## src/rtl/cook_timer.sv

```systemverilog
// -----------------------------------------------------------------------------
// cook_timer
// Keypad-driven BCD MM:SS countdown controller. It sits directly ahead of the
// magnetron set/reset latch and emits one-cycle set/reset pulses on the edges
// where the magnetron should switch on or off.
//
// Optional feature macro: QUICK_START_EN
//   When defined, start in IDLE (time 0, door closed) loads 00:30 and begins
//   cooking on the same edge. When undefined, start in IDLE is ignored.
//
// Parameters:
//   TICK_DIV     clk cycles per one-second countdown tick (>= 2)
//
// Ports:
//   clk          system clock, rising edge
//   rst          asynchronous active-high reset
//   digit        keypad BCD value
//   digit_valid  one-cycle strobe qualifying digit
//   start        start/resume request (level)
//   stop_clear   stop/clear request (level), beats start everywhere
//   door_closed  1 = door shut (already synchronised)
//   set          one-cycle pulse to latch set input
//   reset        one-cycle pulse to latch reset input
//   time_bcd     {min_tens, min_ones, sec_tens, sec_ones}
//   state        IDLE=0, SET_TIME=1, COOKING=2, PAUSED=3, DONE=4
//   done         high while state is DONE
// -----------------------------------------------------------------------------
module cook_timer #(
    parameter int TICK_DIV = 50000000
) (
    input  logic        clk,
    input  logic        rst,
    input  logic [3:0]  digit,
    input  logic        digit_valid,
    input  logic        start,
    input  logic        stop_clear,
    input  logic        door_closed,
    output logic        set,
    output logic        reset,
    output logic [15:0] time_bcd,
    output logic [2:0]  state,
    output logic        done
);

    localparam int PW = $clog2(TICK_DIV);
    localparam logic [PW-1:0] TICK_LAST = PW'(TICK_DIV - 1);

    typedef enum logic [2:0] {
        ST_IDLE     = 3'd0,
        ST_SET_TIME = 3'd1,
        ST_COOKING  = 3'd2,
        ST_PAUSED   = 3'd3,
        ST_DONE     = 3'd4
    } state_t;

    state_t         state_r, nxt_state_s;
    logic [15:0]    time_r, nxt_time_s;
    logic [PW-1:0]  presc_r, nxt_presc_s;
    logic           set_r, reset_r, done_r;
    logic           nxt_set_s, nxt_reset_s, nxt_done_s;
    logic           digit_ok_s, tick_s;
    logic [15:0]    dec_time_s;

    // One-second BCD decrement with borrow chain; seconds are not normalised,
    // so a sec_tens of 9 simply counts down like any other digit.
    function automatic logic [15:0] dec_bcd(input logic [15:0] t);
        logic [3:0] mt, mo, st, so;
        logic       borrow;
        mt = t[15:12];
        mo = t[11:8];
        st = t[7:4];
        so = t[3:0];
        if (so == 4'd0) begin
            so = 4'd9;
            borrow = 1'b1;
        end else begin
            so = so - 4'd1;
            borrow = 1'b0;
        end
        if (borrow) begin
            if (st == 4'd0) begin
                st = 4'd5;
                borrow = 1'b1;
            end else begin
                st = st - 4'd1;
                borrow = 1'b0;
            end
        end else begin
            borrow = 1'b0;
        end
        if (borrow) begin
            if (mo == 4'd0) begin
                mo = 4'd9;
                borrow = 1'b1;
            end else begin
                mo = mo - 4'd1;
                borrow = 1'b0;
            end
        end else begin
            borrow = 1'b0;
        end
        if (borrow) begin
            mt = mt - 4'd1;
        end else begin
            mt = mt;
        end
        return {mt, mo, st, so};
    endfunction

    assign digit_ok_s = digit_valid && (digit <= 4'd9);
    assign tick_s     = (presc_r == TICK_LAST);
    assign dec_time_s = dec_bcd(time_r);

    // State, time, prescaler and registered output pulses.
    always_ff @(posedge clk or posedge rst) begin
        if (rst) begin
            state_r <= ST_IDLE;
            time_r  <= 16'h0000;
            presc_r <= {PW{1'b0}};
            set_r   <= 1'b0;
            reset_r <= 1'b1;
            done_r  <= 1'b0;
        end else begin
            state_r <= nxt_state_s;
            time_r  <= nxt_time_s;
            presc_r <= nxt_presc_s;
            set_r   <= nxt_set_s;
            reset_r <= nxt_reset_s;
            done_r  <= nxt_done_s;
        end
    end

    // Next-state, next-time and prescaler decisions.
    always_comb begin
        nxt_state_s = state_r;
        nxt_time_s  = time_r;
        nxt_presc_s = presc_r;
        case (state_r)
            ST_IDLE: begin
                if (stop_clear) begin
                    nxt_time_s = 16'h0000;
                end
`ifdef QUICK_START_EN
                else if (start && door_closed && (time_r == 16'h0000)) begin
                    nxt_time_s  = 16'h0030;
                    nxt_state_s = ST_COOKING;
                    nxt_presc_s = {PW{1'b0}};
                end
`endif
                else if (digit_ok_s) begin
                    nxt_time_s  = {time_r[11:0], digit};
                    nxt_state_s = ST_SET_TIME;
                end else begin
                    nxt_state_s = ST_IDLE;
                end
            end
            ST_SET_TIME: begin
                if (stop_clear) begin
                    nxt_state_s = ST_IDLE;
                    nxt_time_s  = 16'h0000;
                end else if (start && door_closed && (time_r != 16'h0000)) begin
                    nxt_state_s = ST_COOKING;
                    nxt_presc_s = {PW{1'b0}};
                end else if (digit_ok_s) begin
                    nxt_time_s = {time_r[11:0], digit};
                end else begin
                    nxt_state_s = ST_SET_TIME;
                end
            end
            ST_COOKING: begin
                // Door/stop win over a coincident tick; the prescaler is held.
                if (!door_closed || stop_clear) begin
                    nxt_state_s = ST_PAUSED;
                end else if (tick_s) begin
                    nxt_presc_s = {PW{1'b0}};
                    nxt_time_s  = dec_time_s;
                    if (dec_time_s == 16'h0000) begin
                        nxt_state_s = ST_DONE;
                    end else begin
                        nxt_state_s = ST_COOKING;
                    end
                end else begin
                    nxt_presc_s = presc_r + {{(PW-1){1'b0}}, 1'b1};
                end
            end
            ST_PAUSED: begin
                if (stop_clear) begin
                    nxt_state_s = ST_IDLE;
                    nxt_time_s  = 16'h0000;
                end else if (start && door_closed) begin
                    nxt_state_s = ST_COOKING;
                end else begin
                    nxt_state_s = ST_PAUSED;
                end
            end
            ST_DONE: begin
                if (stop_clear || !door_closed) begin
                    nxt_state_s = ST_IDLE;
                    nxt_time_s  = 16'h0000;
                end else begin
                    nxt_state_s = ST_DONE;
                end
            end
            default: begin
                nxt_state_s = ST_IDLE;
                nxt_time_s  = 16'h0000;
                nxt_presc_s = {PW{1'b0}};
            end
        endcase
    end

    // Pulses follow magnetron intent: set on entering COOKING, reset on leaving.
    always_comb begin
        nxt_set_s   = (nxt_state_s == ST_COOKING) && (state_r != ST_COOKING);
        nxt_reset_s = (state_r == ST_COOKING) && (nxt_state_s != ST_COOKING);
        nxt_done_s  = (nxt_state_s == ST_DONE);
    end

    assign set      = set_r;
    assign reset    = reset_r;
    assign done     = done_r;
    assign time_bcd = time_r;
    assign state    = state_r;

endmodule

```

## config.mk

```make
export PLATFORM = sky130hd
export DESIGN_NAME = cook_timer
export DESIGN_NICKNAME = d
export VERILOG_FILES = /design/src/rtl/cook_timer.sv
export SDC_FILE = /design/constraint.sdc
export NUM_CORES = 1
export LEC_CHECK = 0
export CAP_MARGIN = 10
export CORE_ASPECT_RATIO = 0.7
export CORE_MARGIN = 2
export CORE_UTILIZATION = 60
export CTS_CLUSTER_DIAMETER = 80
export CTS_CLUSTER_SIZE = 16
export DETAILED_ROUTE_END_ITERATION = 7
export PLACE_DENSITY = 0.83
export SLEW_MARGIN = 10
export SYNTH_ARGS = -nofsm -noshare
export SYNTH_HDL_FRONTEND = slang
export SYNTH_SLANG_ARGS = --single-unit
```

## constraint.sdc

```tcl
create_clock -name clk -period 6.9 [get_ports clk]
set_input_delay 0.69 -clock clk [delete_from_list [all_inputs] [get_ports clk]]
set_output_delay 0.69 -clock clk [all_outputs]
set_load 0.01 [all_outputs]
```

==> run summary <==
Drt pass-1 iters - 5
Flop2flop setup slack - 4.07 ns
Synth Area in Compound Gates - 25.1%
Setup bufs post-CTS - 0
1st-iter DRT viols - 348
Sequential cell area fraction in the yosys report - 37.9%
Largest family of logic cells by synthesized area - simple AND/OR/NAND/NOR gates
Total track usage - 30.4%
CP max FO - 18
Worst path max stage delay - 0.61 ns
Syn Inst Count - 363
Post-synthesis mux area share - 1.03%
Layout cells sized above 1 - 8.18%
CP Capture Type - flop
Cts repair resizes - 0
P_leak - 1.34 nW
Status - finished clean
Worst-margin pin slew - 1.18 ns
# hold bufs at CTS - 0
Ys flop type - dfrtp_1
Crit path buf inv count - 1
Antenna viol nets, final - 0
Startpoint Class - input pin
Maximum VDD drop - 228 uV
Die W - 90.9 um
Synthesized area - 0.00317 mm2
P per Cell Area - 356 mW/mm2
Met3 wire length - 738 um
RR Endpoint - time_bcd[10]$_DFFE_PP0P_
Syn_nets - 376
Fin nets - 391
Max layer used - met4
Initial Utilization - 61.3%
DP HPWL - 5580 um
Most frequent cells in the layout - dfrtp_1, a21oi_1, clkdlybuf4s50_1
Origin of the critical flop-to-flop path - time_bcd[12]$_DFFE_PP0P_
Setup violators final - 0
GR Overflow Total - 0
Synth Warn # - 0
R2R depth - 7
Clk buf depth - 2
Number of synthesized flops with an enable pin - 0
Root buffer cell - clkbuf_8
Via/cell ratio - 6.98
Vias - 3,149
IO buf count - 31
Synth top area share - 37.1%
H-tree depth - 2
WL met1 - 4050 um
CTS tree - yes
Final Hold Viols - 0
Worst hold path type - reg2reg
Top-Level Pins - 32
Hold_sp - presc_r[1]$_DFFE_PP0P_
Delay-heaviest family, CP - compound AO/OA/AOI/OAI gates
Worst Path Arrival - 3.08 ns
Minimum clock period - 2.85 ns
Clock Sinks - 48
First-pass GRT wire length - 14,400 um
Full die area - 0.00589 mm2
CP Launch Point - stop_clear
Setup TNS - 0 ns
Hold depth - 2
Power Total - 1.28 mW
Clock skew - 0.00835 ns
Max_cap viols - 0
Antenna cell count - 0
Fmax achieved - 351 MHz
Worst EP required - 7.13 ns
Final period utilization - 41.3%
Simple-gate share of the synthesized area - 29.7%
Adder-cell share of the synthesized area - 1.18%
Clock latency on the worst-skew pair - 0.31 ns
Most common cell after layout, fill and taps aside - dfrtp_1
Routability cong. - 0.898
CTS Buf Count - 5
Average cell area after synthesis - 8.73 um2
Yosys reg bits - 48
Vias in the first global route - 2,879
P&R area growth vs syn - 13.2%
FFs w/ async S/R, synth - 100%
Met2 WL post-DR - 3590 um
Die height - 64.8 um
DRC - 0
Worst path cell trace - clkdlybuf4s50_1 > nand2b_1 > a211oi_1 > o21ai_1 > or4_1 > a21oi_1
Main area contributors after synthesis - dfrtp_1, or4_1, o31ai_1
Hold worst-path end - presc_r[1]$_DFFE_PP0P_
Xor/xnor cell area share of the yosys netlist - 0%
Largest net degree at the start of global routing - 52
Critical path class - in2reg
Wirelength per Cell - 18.8 um
Fin. max-slew vios - 0
Normalized max-slew margin - 20.7%
CTS clock-pin slew for the worst setup and hold paths - 0.09 ns
Final WL - 8460 um
Library cells used by synthesis - 59
Critical path's slowest cell - or4_1
Number of placement rows - 22
Core region area - 0.00517 mm2
Largest area contributor in the netlist - dfrtp_1
Unrepaired setup endpoints after global routing - false
Initial antenna violation count - 0
-- worst max-delay path by stage --
stage               cells past startpoint                  endpoint  slack (ns)
CTS                                     6   presc_r[10]$_DFFE_PP0P_        4.14
global route                            6   presc_r[14]$_DFFE_PP0P_        3.81
finish                                  6   presc_r[10]$_DFFE_PP0P_        4.05
detailed placement                      6   presc_r[20]$_DFFE_PP0P_        3.83
global placement                        6   presc_r[18]$_DFFE_PP0P_        3.92
floorplan                               8  time_bcd[11]$_DFFE_PP0P_        4.71
-- cell families (layout without fill, tap and decap cells) --
family | after synthesis | in the layout
AO/OA/AOI/OAI | 117 | 117
adder cells (fa/ha/maj) | 3 | 3
buffers and inverters | 39 | 55
flip-flops | 48 | 48
multiplexers | 3 | 3
AND/OR/NAND/NOR | 153 | 153
-- where the power goes --
group / switching, mW / internal, mW / total, mW
combinational: 0.398 / 0.258 / 0.656
clock: 0.0948 / 0.0819 / 0.177
sequential: 0.111 / 0.335 / 0.445
total: 0.604 / 0.674 / 1.28
-- metrics by stage --
stage                     setup WS, ns  std cells  utilization (%)  instance area, um2  hold slack, ns
after floorplan                   4.71        363                -                3170           0.492
after global routing              3.81        451             69.3                3590           0.566
after detailed placement          3.83        443             67.6                3500           0.529
final                             4.05        451             69.3                3590           0.546
after global placement            3.92        443             67.6                3500           0.515
after CTS                         4.14        451             69.3                3590           0.546
-- registers in the layout, indices dropped and copies added, names as in the netlist --
register,cells
done,1
time_bcd,16
state,3
reset,1
presc_r,26
set,1
-- area by class of cell --
| class | instances | area (um2) |
|---|---|---|
| Fill cell | 436 | 1590 |
| Inverter | 12 | 45.0 |
| Sequential cell | 48 | 1200 |
| Multi-Input combinational cell | 276 | 1820 |
| Clock buffer | 8 | 90.1 |
| Timing Repair Buffer | 35 | 340 |
| Tap cell | 72 | 90.1 |
-- synthesized netlist by cell type, types with 2 or more instances --
cell,number
dfrtp_1,47
a21oi_1,31
nor2_1,26
or4_1,25
o31ai_1,24
clkbuf_1,19
nand2_1,16
nor3_1,15
nand3_1,13
inv_1,12
nand4_1,11
o21ai_1,10
o41ai_1,8
a22oi_1,7
nand2b_1,7
o21ai_0,7
buf_2,6
nor4_1,6
or3_1,5
a211o_1,4
and3_1,4
a32oi_1,3
and2_1,3
ha_1,3
nor2b_1,3
nor4_2,3
a211oi_1,2
a31o_2,2
a31oi_1,2
a32o_1,2
and4_1,2
buf_4,2
mux2_1,2
nor4_4,2
o22ai_1,2
o31a_1,2
or2_2,2
or4_4,2
-- per-layer routing --
layer	up-vias	GRT usage, %
li1	1449	-
met5	-	0
met2	175	42.5
met1	1515	48.3
met3	10	4.65
met4	0	9.09
-- tightest hold or removal path, delay by kind of cell (launching register included) --
| kind | cells | cell delay (ns) |
|---|---|---|
| flip-flops | 1 | 0.36 |
| AO/OA/AOI/OAI | 2 | 0.15 |
Power figures use the tool's default switching activity.
